## config.mk

```make
export PLATFORM = sky130hd
export DESIGN_NAME = conv_window_gen
export DESIGN_NICKNAME = d
export VERILOG_FILES = /design/src/rtl/lenet_pkg.sv /design/src/rtl/conv_window_gen_line_buffer.sv /design/src/rtl/conv_window_gen.sv
export SDC_FILE = /design/constraint.sdc
export NUM_CORES = 1
export LEC_CHECK = 0
export CAP_MARGIN = 25
export CORE_ASPECT_RATIO = 0.6
export CORE_UTILIZATION = 45
export DETAILED_ROUTE_END_ITERATION = 16
export PLACE_DENSITY_LB_ADDON = 0.1
export SYNTH_ARGS = -nofsm -noshare
export SYNTH_HDL_FRONTEND = slang
export SYNTH_SLANG_ARGS = --single-unit
```

## constraint.sdc

```tcl
create_clock -name clk -period 5.2 [get_ports clk]
set_input_delay 1.3 -clock clk [delete_from_list [all_inputs] [get_ports clk]]
set_output_delay 1.3 -clock clk [all_outputs]
set_load 0.02 [all_outputs]
```

## src/rtl/lenet_pkg.sv

```systemverilog
// Shared LeNet datapath definitions: pixel width, kernel geometry and the window byte order.
// The conv datapath expects this same byte order on its ifmap bus.
package lenet_pkg;

  localparam int PIX_W      = 8;
  localparam int K          = 3;
  localparam int FILTERSIZE = K * K;

  typedef logic [PIX_W-1:0] pix_t;

  typedef enum logic {
    PH_FILL = 1'b0,
    PH_RUN  = 1'b1
  } phase_t;

  // Byte slot of window element (r, c); r=0 is the top row and c=0 is the left column.
  function automatic int win_idx(input int r, input int c);
    return K * r + c;
  endfunction

endpackage

```

## src/rtl/conv_window_gen_line_buffer.sv

```systemverilog
// One image row of pixel delay: single-port RAM with a combinational read of the old contents.
// Write is one cycle and is gated by the caller's accept; the buffer has no backpressure of its own.
module line_buffer
  import lenet_pkg::*;
#(
  parameter int DEPTH = 32,
  parameter int AW    = $clog2(DEPTH)
) (
  input  logic          clk,
  input  logic          we,
  input  logic [AW-1:0] addr,
  input  pix_t          din,
  output pix_t          dout
);

  pix_t mem [DEPTH];

  // A read and a write to the same column happen in one cycle; the read returns the previous row.
  assign dout = mem[addr];

  always_ff @(posedge clk) begin
    if (we) begin
      mem[addr] <= din;
    end
  end

endmodule

```

## src/rtl/conv_window_gen.sv

```systemverilog
// Raster pixel stream to 3x3 window stream; the window is registered one cycle after its completing pixel.
// A held window (win_valid & !win_ready) drops pix_ready; consuming and accepting in one cycle adds no bubble.
module conv_window_gen
  import lenet_pkg::*;
#(
  parameter int filtersize = FILTERSIZE,
  parameter int IMG_W      = 32,
  parameter int IMG_H      = 32
) (
  input  logic                      clk,
  input  logic                      rst,
  input  logic [PIX_W-1:0]          pix_in,
  input  logic                      pix_valid,
  output logic                      pix_ready,
  output logic [8*filtersize-1:0]   win,
  output logic                      win_valid,
  input  logic                      win_ready,
  output logic [$clog2(IMG_H)-1:0]  win_row,
  output logic [$clog2(IMG_W)-1:0]  win_col,
  output logic                      win_last
);

  localparam int RW = $clog2(IMG_H);
  localparam int CW = $clog2(IMG_W);
  localparam logic [RW-1:0] ROW_LAST = RW'(IMG_H - 1);
  localparam logic [CW-1:0] COL_LAST = CW'(IMG_W - 1);

  logic [RW-1:0] row_cnt;
  logic [CW-1:0] col_cnt;
  phase_t        phase, phase_nxt;
  logic          accept, col_wrap, frame_wrap, emit;
  pix_t          lb0_q, lb1_q;
  pix_t          w [K][K];

  assign pix_ready  = !rst && (!win_valid || win_ready);
  assign accept     = pix_valid && pix_ready;
  assign col_wrap   = (col_cnt == COL_LAST);
  assign frame_wrap = col_wrap && (row_cnt == ROW_LAST);

  line_buffer #(.DEPTH(IMG_W), .AW(CW)) u_lb0 (
    .clk  (clk),
    .we   (accept),
    .addr (col_cnt),
    .din  (pix_in),
    .dout (lb0_q)
  );

  line_buffer #(.DEPTH(IMG_W), .AW(CW)) u_lb1 (
    .clk  (clk),
    .we   (accept),
    .addr (col_cnt),
    .din  (lb0_q),
    .dout (lb1_q)
  );

  always_ff @(posedge clk) begin
    if (rst) begin
      col_cnt <= '0;
      row_cnt <= '0;
    end else if (accept) begin
      if (col_wrap) begin
        col_cnt <= '0;
        row_cnt <= frame_wrap ? '0 : row_cnt + RW'(1);
      end else begin
        col_cnt <= col_cnt + CW'(1);
      end
    end
  end

  always_ff @(posedge clk) begin
    if (rst) begin
      phase <= PH_FILL;
    end else begin
      phase <= phase_nxt;
    end
  end

  // Columns 0 and 1 of a row would mix pixels from two image rows, so they never emit.
  always_comb begin
    phase_nxt = phase;
    emit      = 1'b0;
    case (phase)
      PH_FILL: begin
        if (accept && col_wrap && (row_cnt == RW'(1))) begin
          phase_nxt = PH_RUN;
        end
      end
      PH_RUN: begin
        emit = accept && (col_cnt >= CW'(2));
        if (accept && frame_wrap) begin
          phase_nxt = PH_FILL;
        end
      end
      default: phase_nxt = PH_FILL;
    endcase
  end

  always_ff @(posedge clk) begin
    if (rst) begin
      for (int r = 0; r < K; r++) begin
        for (int c = 0; c < K; c++) begin
          w[r][c] <= '0;
        end
      end
    end else if (accept) begin
      for (int r = 0; r < K; r++) begin
        for (int c = 0; c < K - 1; c++) begin
          w[r][c] <= w[r][c+1];
        end
      end
      w[0][K-1] <= lb1_q;
      w[1][K-1] <= lb0_q;
      w[2][K-1] <= pix_in;
    end
  end

  always_ff @(posedge clk) begin
    if (rst) begin
      win_valid <= 1'b0;
      win_row   <= '0;
      win_col   <= '0;
      win_last  <= 1'b0;
    end else if (accept) begin
      win_valid <= emit;
      if (emit) begin
        win_row  <= row_cnt - RW'(2);
        win_col  <= col_cnt - CW'(2);
        win_last <= frame_wrap;
      end
    end else if (win_ready) begin
      win_valid <= 1'b0;
    end
  end

  always_comb begin
    win = '0;
    for (int r = 0; r < K; r++) begin
      for (int c = 0; c < K; c++) begin
        win[PIX_W*win_idx(r, c) +: PIX_W] = w[r][c];
      end
    end
  end

endmodule

```

# == Word level (Yosys, flattened, before mapping) ==
# Memory sizes are Yosys's and may differ from the RTL's. A register that Yosys moved wholly into a read port is not among the register bits.
# Cells that the tools add are included.
# word_totals
reg_bits,23
latchBits,0
ramBits,584
mem_bits_ro,0
inputBits,12
out_inout_bits,85
mem_count,3
# classes
n_addsub,4
mul,0
n_div,0
n_lt_le_gt_ge,1
n_eq_ne,3
shift,0
n_mux,27
bitwise,10
reduce_logical,13
# memory_table
memory,words,word_bits,rd,rd_clocked_by_memory_dff,write_ports,line,source
u_lb0.mem,32,8,1,1,1,conv_window_gen_line_buffer.sv:16,pix_t mem [DEPTH];
u_lb1.mem,32,8,1,1,1,conv_window_gen_line_buffer.sv:16,
w,3,24,3,0,3,conv_window_gen.sv:33,pix_t w [K][K];
# op_table
op,n
$mux 8,9
$mux 5,6
$mux 1,11
$add 5x1->5 const B,2
$eq 5x5->1 const B,2
$sub 5x2->5 const B,2
$or 1x1->1,9
$logic_and 1x1->1,7
$eq 5x1->1 const B,1
$ge 5x2->1 const B,1
$reduce_and 2->1,2
$logic_not 1->1,2
$pmux 1 s2,1
$reduce_bool 2->1,1
$logic_or 1x1->1,1
$not 1->1,1

# == Longest topological paths before layout ==
# Gate-level depths: netlist of the first run.
# logic_depth
depth_word,8
ltp_mapped,9
mapped_depth_nobuf,7

# == By module ==
# Synthesis of the first run repeated with hierarchy kept, for this count alone.
# unflattened
cells_unflattened,1426
area_unflattened_um2,23933.0
# modules_own_cells
module,n_inst,cells_each,area_per_inst_um2
line_buffer,2,568,10045.9
conv_window_gen,1,290,3841.2

# == Worst setup path after synthesis of the first run ==
# No wires, ideal clock.
# synth_timing
path_kind,input port to flip-flop
from,input port rst
to,memory w[0][0] (netlist name) (enable)
arrival_time_ps,3572
required_time_ps,4768
setup_slack_ps,1196
cell_stages,4
path_buffers,1
cell_sequence,clkbuf_1 > nor2_1 > nand2_1 > nand2_1
# synth_lines
element,line,source
from (decl),conv_window_gen.sv:11,"input logic rst,"
to (decl),conv_window_gen.sv:33,

# == Final worst setup path of the first run ==
# layout_timing
from,input port rst
to,output port pix_ready
# layout_between
elab_chain_cells,2
# layout_rtl
element,line,source
$logic_not 1->1,conv_window_gen.sv:35,assign pix_ready = !rst && (!win_valid || win_ready);
$logic_and 1x1->1,conv_window_gen.sv:35,
to (decl),conv_window_gen.sv:14,"output logic pix_ready,"
# Every way passes these cells.

==> key figures, run 1 <==
Yosys
  – Mux cell area share after synthesis: 12.7%
  – Syn avg cell area: 19.1 um^2
  – Largest family of logic cells by synthesized area: multiplexers
  – Adder and majority gate portion of the synthesized area: 0.625%
  – Main synth FF type: edfxtp_1
  – Cells after Synth: 1259
  – Compound-Gate Fraction of Synth Area: 4.27%
  – Post-synthesis simple-gate area fraction: 4.59%
  – Syn Std Cell Area: 24000 um^2
  – Post-Synth XOR/XNOR Area: 0.146%
  – Post-synthesis sequential area ratio: 75.3%
  – Post-Syn Nets: 1283
  – Unique masters post-synth: 44
  – Ys async rst share: 0%
  – EDFF count, synth: 584
  – #FFs+latches synth: 612
  – Synthesis Warnings: 0

Worst setup path
  – Reg2Reg Setup Slack: 2040 ps
  – CP Data Arrival Time: 2830 ps
  – Worst r2r path cells: 7
  – Critical Path Source Type: primary input
  – Max Fanout on Critical Path: 25
  – FF-to-FF End: w[0][30]$_SDFFCE_PN0P_
  – Kind of critical path: primary input to primary output
  – CP Capture Type: primary output
  – Worst EP required: 3900 ps

Worst hold path
  – Worst Hold Path EP: win_col[1]$_SDFFE_PP0P_
  – Worst hold start: win_col[1]$_SDFFE_PP0P_
  – Hold crit path type: flip-flop to flip-flop
  – Hold path cells: 2

Run status
  – Run status: complete, but fails checks
  – Failing checks: design-rule violations

STA
  – Relative slew slack: 31.7%
  – Fmax: 242 MHz
  – Tmin final: 4130 ps
  – Hold WS: 503 ps
  – Slew Viols, Final: 0
  – Period utilization: 79.4%
  – RSZ-0062 raised after global routing: false
  – Final setup viols: 0
  – Tightest Pin Transition: 1020 ps
  – Final setup skew: 19.6 ps
  – Setup TNS: 0 ps
  – Fin. Hold Viols: 0

Floorplanning
  – Die W: 300 um
  – # rows: 65
  – I/O pins: 97
  – Die Area: 54400 um^2
  – Initial Util: 45.7%
  – Core area: 52600 um^2
  – Die Y: 181 um

GRT
  – Grt total ovfl: 0
  – Vias in the first global route: 11800
  – Largest net degree at the start of global routing: 91
  – First-pass GRT wire length: 81300 um
  – GRT Total Usage: 20.5%
  – Initial antenna violation count: 1

Power
  – Comb pwr share: 4.9%
  – Sequential power share: 54.2%
  – Lkg Pwr: 0.00865 uW
  – Power Density: 368 nW/um^2
  – Net Sw Frac: 21.1%
  – Int Power: 8020 uW
  – P_sw: 2140 uW
  – Clk network pwr share: 40.9%
  – Worst IR Drop VDD: 227 uV

Placed design
  – IO Port Bufs: 96
  – Post-DP HPWL: 33800 um
  – GP Congestion: 0.785

Clocking
  – # resized after CTS: 0
  – Clock-pin slew on the worst setup and hold paths: 60 ps
  – Clock Tree Root: clkbuf_16
  – Clock sink total: 612
  – Hold buffers post-CTS: 0
  – Worst skew pair latency: 600 ps
  – CTS Buffer Depth: 3
  – Setup Fix Bufs, Post-CTS: 0
  – CTS buffer count: 56
  – TritonCTS clock tree: done
  – CTS H-tree lvls: 2

Detailed routing
  – Detailed Route WL: 55100 um
  – Initial DRT Pass Iterations: 11
  – Initial DRC Count: 1154
  – Routed vias/inst: 5.55
  – Routed Antenna Nets: 0
  – Vias: 11800
  – DRC: 4
  – DR WL/cell: 25.8 um

Finish
  – Layout cells sized above 1: 15.9%
  – Most frequent cells in the layout: edfxtp_1 (584), mux2i_1 (135), clkdlybuf4s50_1 (92)
  – Area Growth Syn to Fin: 15.0%
  – Most common cell after layout, fill and taps aside: edfxtp_1
  – Nets: 1406

Run
  – Max-cap violations: 0
[final cells by class]
class / count / area (um^2)
antenna: 1 / 2.50
clock buffer: 67 / 1460
clock inverter: 38 / 375
fill: 4121 / 25000
inverter: 7 / 26.3
multi-input combinational: 568 / 5490
sequential: 612 / 18100
tap: 703 / 880
timing repair buffer: 137 / 1310
[metal layers]
layer | part of all wire [%] | wire (um) | vias to the layer above | GRT usage, %
li1 | - | - | 5301 | -
met1 | 51 | 28000 | 6122 | 34.2
met2 | 41 | 22500 | 353 | 27.5
met3 | 7.0 | 3830 | 62 | 4.35
met4 | 1.3 | 703 | 0 | 3.49
met5 | 0 | 0 | - | 0
[sequential cells by signal, summed over array words and instances, names as in the netlist, named ones only]
register	count
win_last	1
row_cnt	5
u_lb0.mem	256
win_valid	1
win_row	5
col_cnt	5
w	72
phase	1
win_col	5
u_lb1.mem	256
[cell usage after synthesis, types with 2 or more instances]
cell type,count,share of area [%]
or3_1,3,0.078
clkbuf_1,32,0.50
a22oi_2,4,0.21
buf_8,4,0.25
mux4_2,49,4.6
buf_1,3,0.047
a211oi_1,8,0.25
buf_2,12,0.25
nor3b_1,4,0.12
mux2_2,19,0.89
buf_4,2,0.062
mux2i_1,135,5.6
xnor2_1,4,0.15
and3_1,15,0.39
nand2b_1,4,0.10
o21ai_0,6,0.12
nor4_2,8,0.42
nand2_1,20,0.31
o221ai_1,8,0.29
edfxtp_1,584,73
a21oi_1,50,1.0
nor2_1,31,0.48
mux4_1,15,1.6
a221oi_2,5,0.31
a31oi_1,3,0.078
buf_6,11,0.52
ha_1,12,0.62
inv_1,7,0.11
nor2b_1,5,0.13
buf_12,7,0.58
nand3_1,3,0.062
and2_1,78,2.0
a22oi_1,63,2.0
dfxtp_1,28,2.3
nor3_1,8,0.17
[stage by stage]
| stage | std cells | setup WS (ps) | instance area (um^2) | util [%] | power (uW) |
|---|---|---|---|---|---|
| final | 2133 | 1070 | 27700 | 52.6 | 10200 |
| after detailed placement | 2025 | 1070 | 25800 | 49.0 | 6120 |
| after floorplan | 1259 | 1200 | 24000 | - | 5870 |
| after global placement | 2025 | 1070 | 25800 | 49.0 | 6120 |
| after CTS | 2130 | 1060 | 27600 | 52.5 | 10200 |
| after global routing | 2132 | 985 | 27700 | 52.6 | 10500 |
[cells by family after synthesis]
kind of cell | count (synthesis)
fa+ha+maj | 12
buf+inv | 79
simple gates | 187
xor+xnor | 4
flops | 612
mux | 218
compound gates | 147
[worst max-delay path by stage]
stage	from	to	slack (ps)
global placement	rst	pix_ready	1070
CTS	rst	pix_ready	1060
floorplan	rst	w[0][0]$_SDFFCE_PN0P_	1200
detailed placement	rst	pix_ready	1070
finish	rst	pix_ready	1070
global route	rst	pix_ready	990
[power by group through the flow]
stage	Combinational, uW	Sequential [uW]	Clock [uW]
5_1_grt	533	5510	4430
6_report	500	5510	4160
3_3_place_gp	501	5620	0
4_1_cts	505	5510	4220
3_5_place_dp	505	5620	0
2_1_floorplan	211	5660	0
[worst max-delay path, stage by stage]
cell             delay [ps]
clkdlybuf4s50_1         480
buf_4                   260
nor2_1                  160
clkdlybuf4s50_1         630
Note: power is estimated with default switching activity, not from simulation.
==> run 2: changes to the inputs <==
clock period = 3.5 ns   (was 5.2 ns; I/O delays follow)
==> run 2 against run 1 <==
- the run now ends clean
- sequential share of layout area shrank 0.58 points
- critical endpoint unchanged
- utilization grew 0.47 points
- clock power grew 38%
- hold slack lost 21 ps
==> key figures, run 2 (synthesis results as in run 1) <==
Clocking
  – Worst skew pair latency: 590 ps
  – Clock-pin slew on the worst setup and hold paths: 60 ps
  – Clock sink total: 612
  – CTS buffer count: 54
  – # resized after CTS: 0
  – CTS H-tree lvls: 2
  – Clock Tree Root: clkbuf_16
  – CTS Buffer Depth: 3
  – TritonCTS clock tree: done
  – Hold buffers post-CTS: 0
  – Setup Fix Bufs, Post-CTS: 0

GRT
  – First-pass GRT wire length: 78400 um
  – M1 GR Usage: 31.6%
  – Met2 Use GR: 27.7%
  – Global-route met3 utilization: 3.58%
  – GRT Total Usage: 19.6%
  – Largest net degree at the start of global routing: 57
  – Initial antenna violation count: 0
  – Grt peak-use layer: met1
  – Grt total ovfl: 0
  – Vias in the first global route: 11700

Finish
  – Layout Utilization: 53.0%
  – Area Growth Syn to Fin: 16.1%
  – Nets: 1447
  – Most common cell after layout, fill and taps aside: edfxtp_1
  – Most frequent cells in the layout: edfxtp_1 (584), mux2i_1 (135), clkdlybuf4s50_1 (96)
  – Layout cells sized above 1: 17.4%
  – Fillers: 4160
  – N_diodes: 0
  – Biggest regs: u_lb0.mem: 256 flops, u_lb1.mem: 256 flops, w: 72 flops

Detailed routing
  – Routed Antenna Nets: 0
  – Detailed Route WL: 52500 um
  – Vias: 12000
  – Initial DRT Pass Iterations: 5
  – Routed vias/inst: 5.53
  – Initial DRC Count: 1041
  – DRC: 0
  – DR WL/cell: 24.2 um

Worst hold path
  – Hold crit path type: flip-flop to flip-flop

STA
  – Tmin final: 3110 ps
  – Fin. Hold Viols: 0
  – Period utilization: 88.9%
  – Setup TNS: 0 ps
  – Fmax: 321 MHz
  – Final setup skew: 15.6 ps
  – RSZ-0062 raised after global routing: false
  – Slew Viols, Final: 0
  – Final setup viols: 0
  – Tightest Pin Transition: 937 ps
  – Hold WS: 482 ps
  – Relative slew slack: 37.1%

Worst setup path
  – CP Capture Type: primary output
  – Max Fanout on Critical Path: 7
  – FF-to-FF End: u_lb1.mem[9][5]$_DFFE_PP_
  – Top delay family on crit path: buffers and inverters
  – Cell mode on critical path: clkdlybuf4s50_1
  – Worst-path cell chain: clkdlybuf4s50_1, nor2_1, clkdlybuf4s50_1
  – Slowest cell on the critical path: clkdlybuf4s50_1
  – CP Data Arrival Time: 2240 ps
  – CP max stage delay: 620 ps
  – Critical Path Source Type: primary input
  – Reg2Reg Setup Slack: 600 ps
  – Worst Setup SP: rst
  – Kind of critical path: primary input to primary output
  – Worst EP required: 2620 ps
  – Buf+Inv Stages, Crit Path: 2
  – Worst r2r path cells: 6
  – Cell count along the critical path: 3
  – Worst setup path end: pix_ready

Floorplanning
  – # rows: 65
  – I/O pins: 97
  – Initial Util: 45.7%
  – Core area: 52600 um^2
  – Die Area: 54400 um^2
  – Die Y: 181 um
  – Die W: 300 um

Run
  – Max-cap violations: 0

Power
  – Lkg Pwr: 0.00883 uW
  – Power Density: 526 nW/um^2
  – Worst IR Drop VDD: 391 uV
  – Tot Pwr: 14700 uW

Placed design
  – GP Congestion: 0.786
  – IO Port Bufs: 96
  – Post-DP HPWL: 32800 um

Run status
  – Run status: completed
==> run 2: tightest hold or removal path: cells and delay by family, from the launching register on <==
kind	cells	cell delay [ps]
compound gates	1	50
simple gates	1	70
flops	1	310
==> run 2: through the flow <==
step                      cells  setup WS [ps]  area (um^2)
final                      2169            387        27900
after detailed placement   2070            308        26200
after global routing       2169            309        27900
after global placement     2070            350        26200
after CTS                  2169            374        27900
after floorplan            1259            170        24000
==> run 2: worst min-delay path by stage <==
stage	slack, ps	endpoint	cells past startpoint	from
2_1_floorplan	450	phase$_SDFF_PP0_	2	phase$_SDFF_PP0_
3_3_place_gp	460	win_last$_SDFFE_PP0P_	2	win_last$_SDFFE_PP0P_
3_5_place_dp	470	win_last$_SDFFE_PP0P_	2	win_last$_SDFFE_PP0P_
4_1_cts	480	win_last$_SDFFE_PP0P_	2	win_last$_SDFFE_PP0P_
5_1_grt	500	win_last$_SDFFE_PP0P_	2	win_last$_SDFFE_PP0P_
6_report	480	win_last$_SDFFE_PP0P_	2	win_last$_SDFFE_PP0P_
==> run 2: cell type report <==
class | count | area (um^2) | area share (%)
flip-flops and latches | 612 | 18100 | 64.9
multi-input cells | 568 | 5490 | 19.7
repair buffers | 180 | 1700 | 6.11
clock buffers | 83 | 1570 | 5.64
well taps | 703 | 880 | 3.15
clock inverters | 16 | 125 | 0.448
inverters | 7 | 26.3 | 0.0942
==> run 2: power by group <==
part	leakage [uW]	switching (uW)	internal, uW
Combinational	0.00241	461	280
Sequential	0.00559	35.2	8140
Clock	0.000828	2530	3230
==> run 2: routing by layer <==
layer	wire [um]	up-vias	part of all wire, %
li1	-	5377	-
met1	26400	6221	50
met2	22400	335	43
met3	2980	53	5.7
met4	740	0	1.4
met5	0	-	0
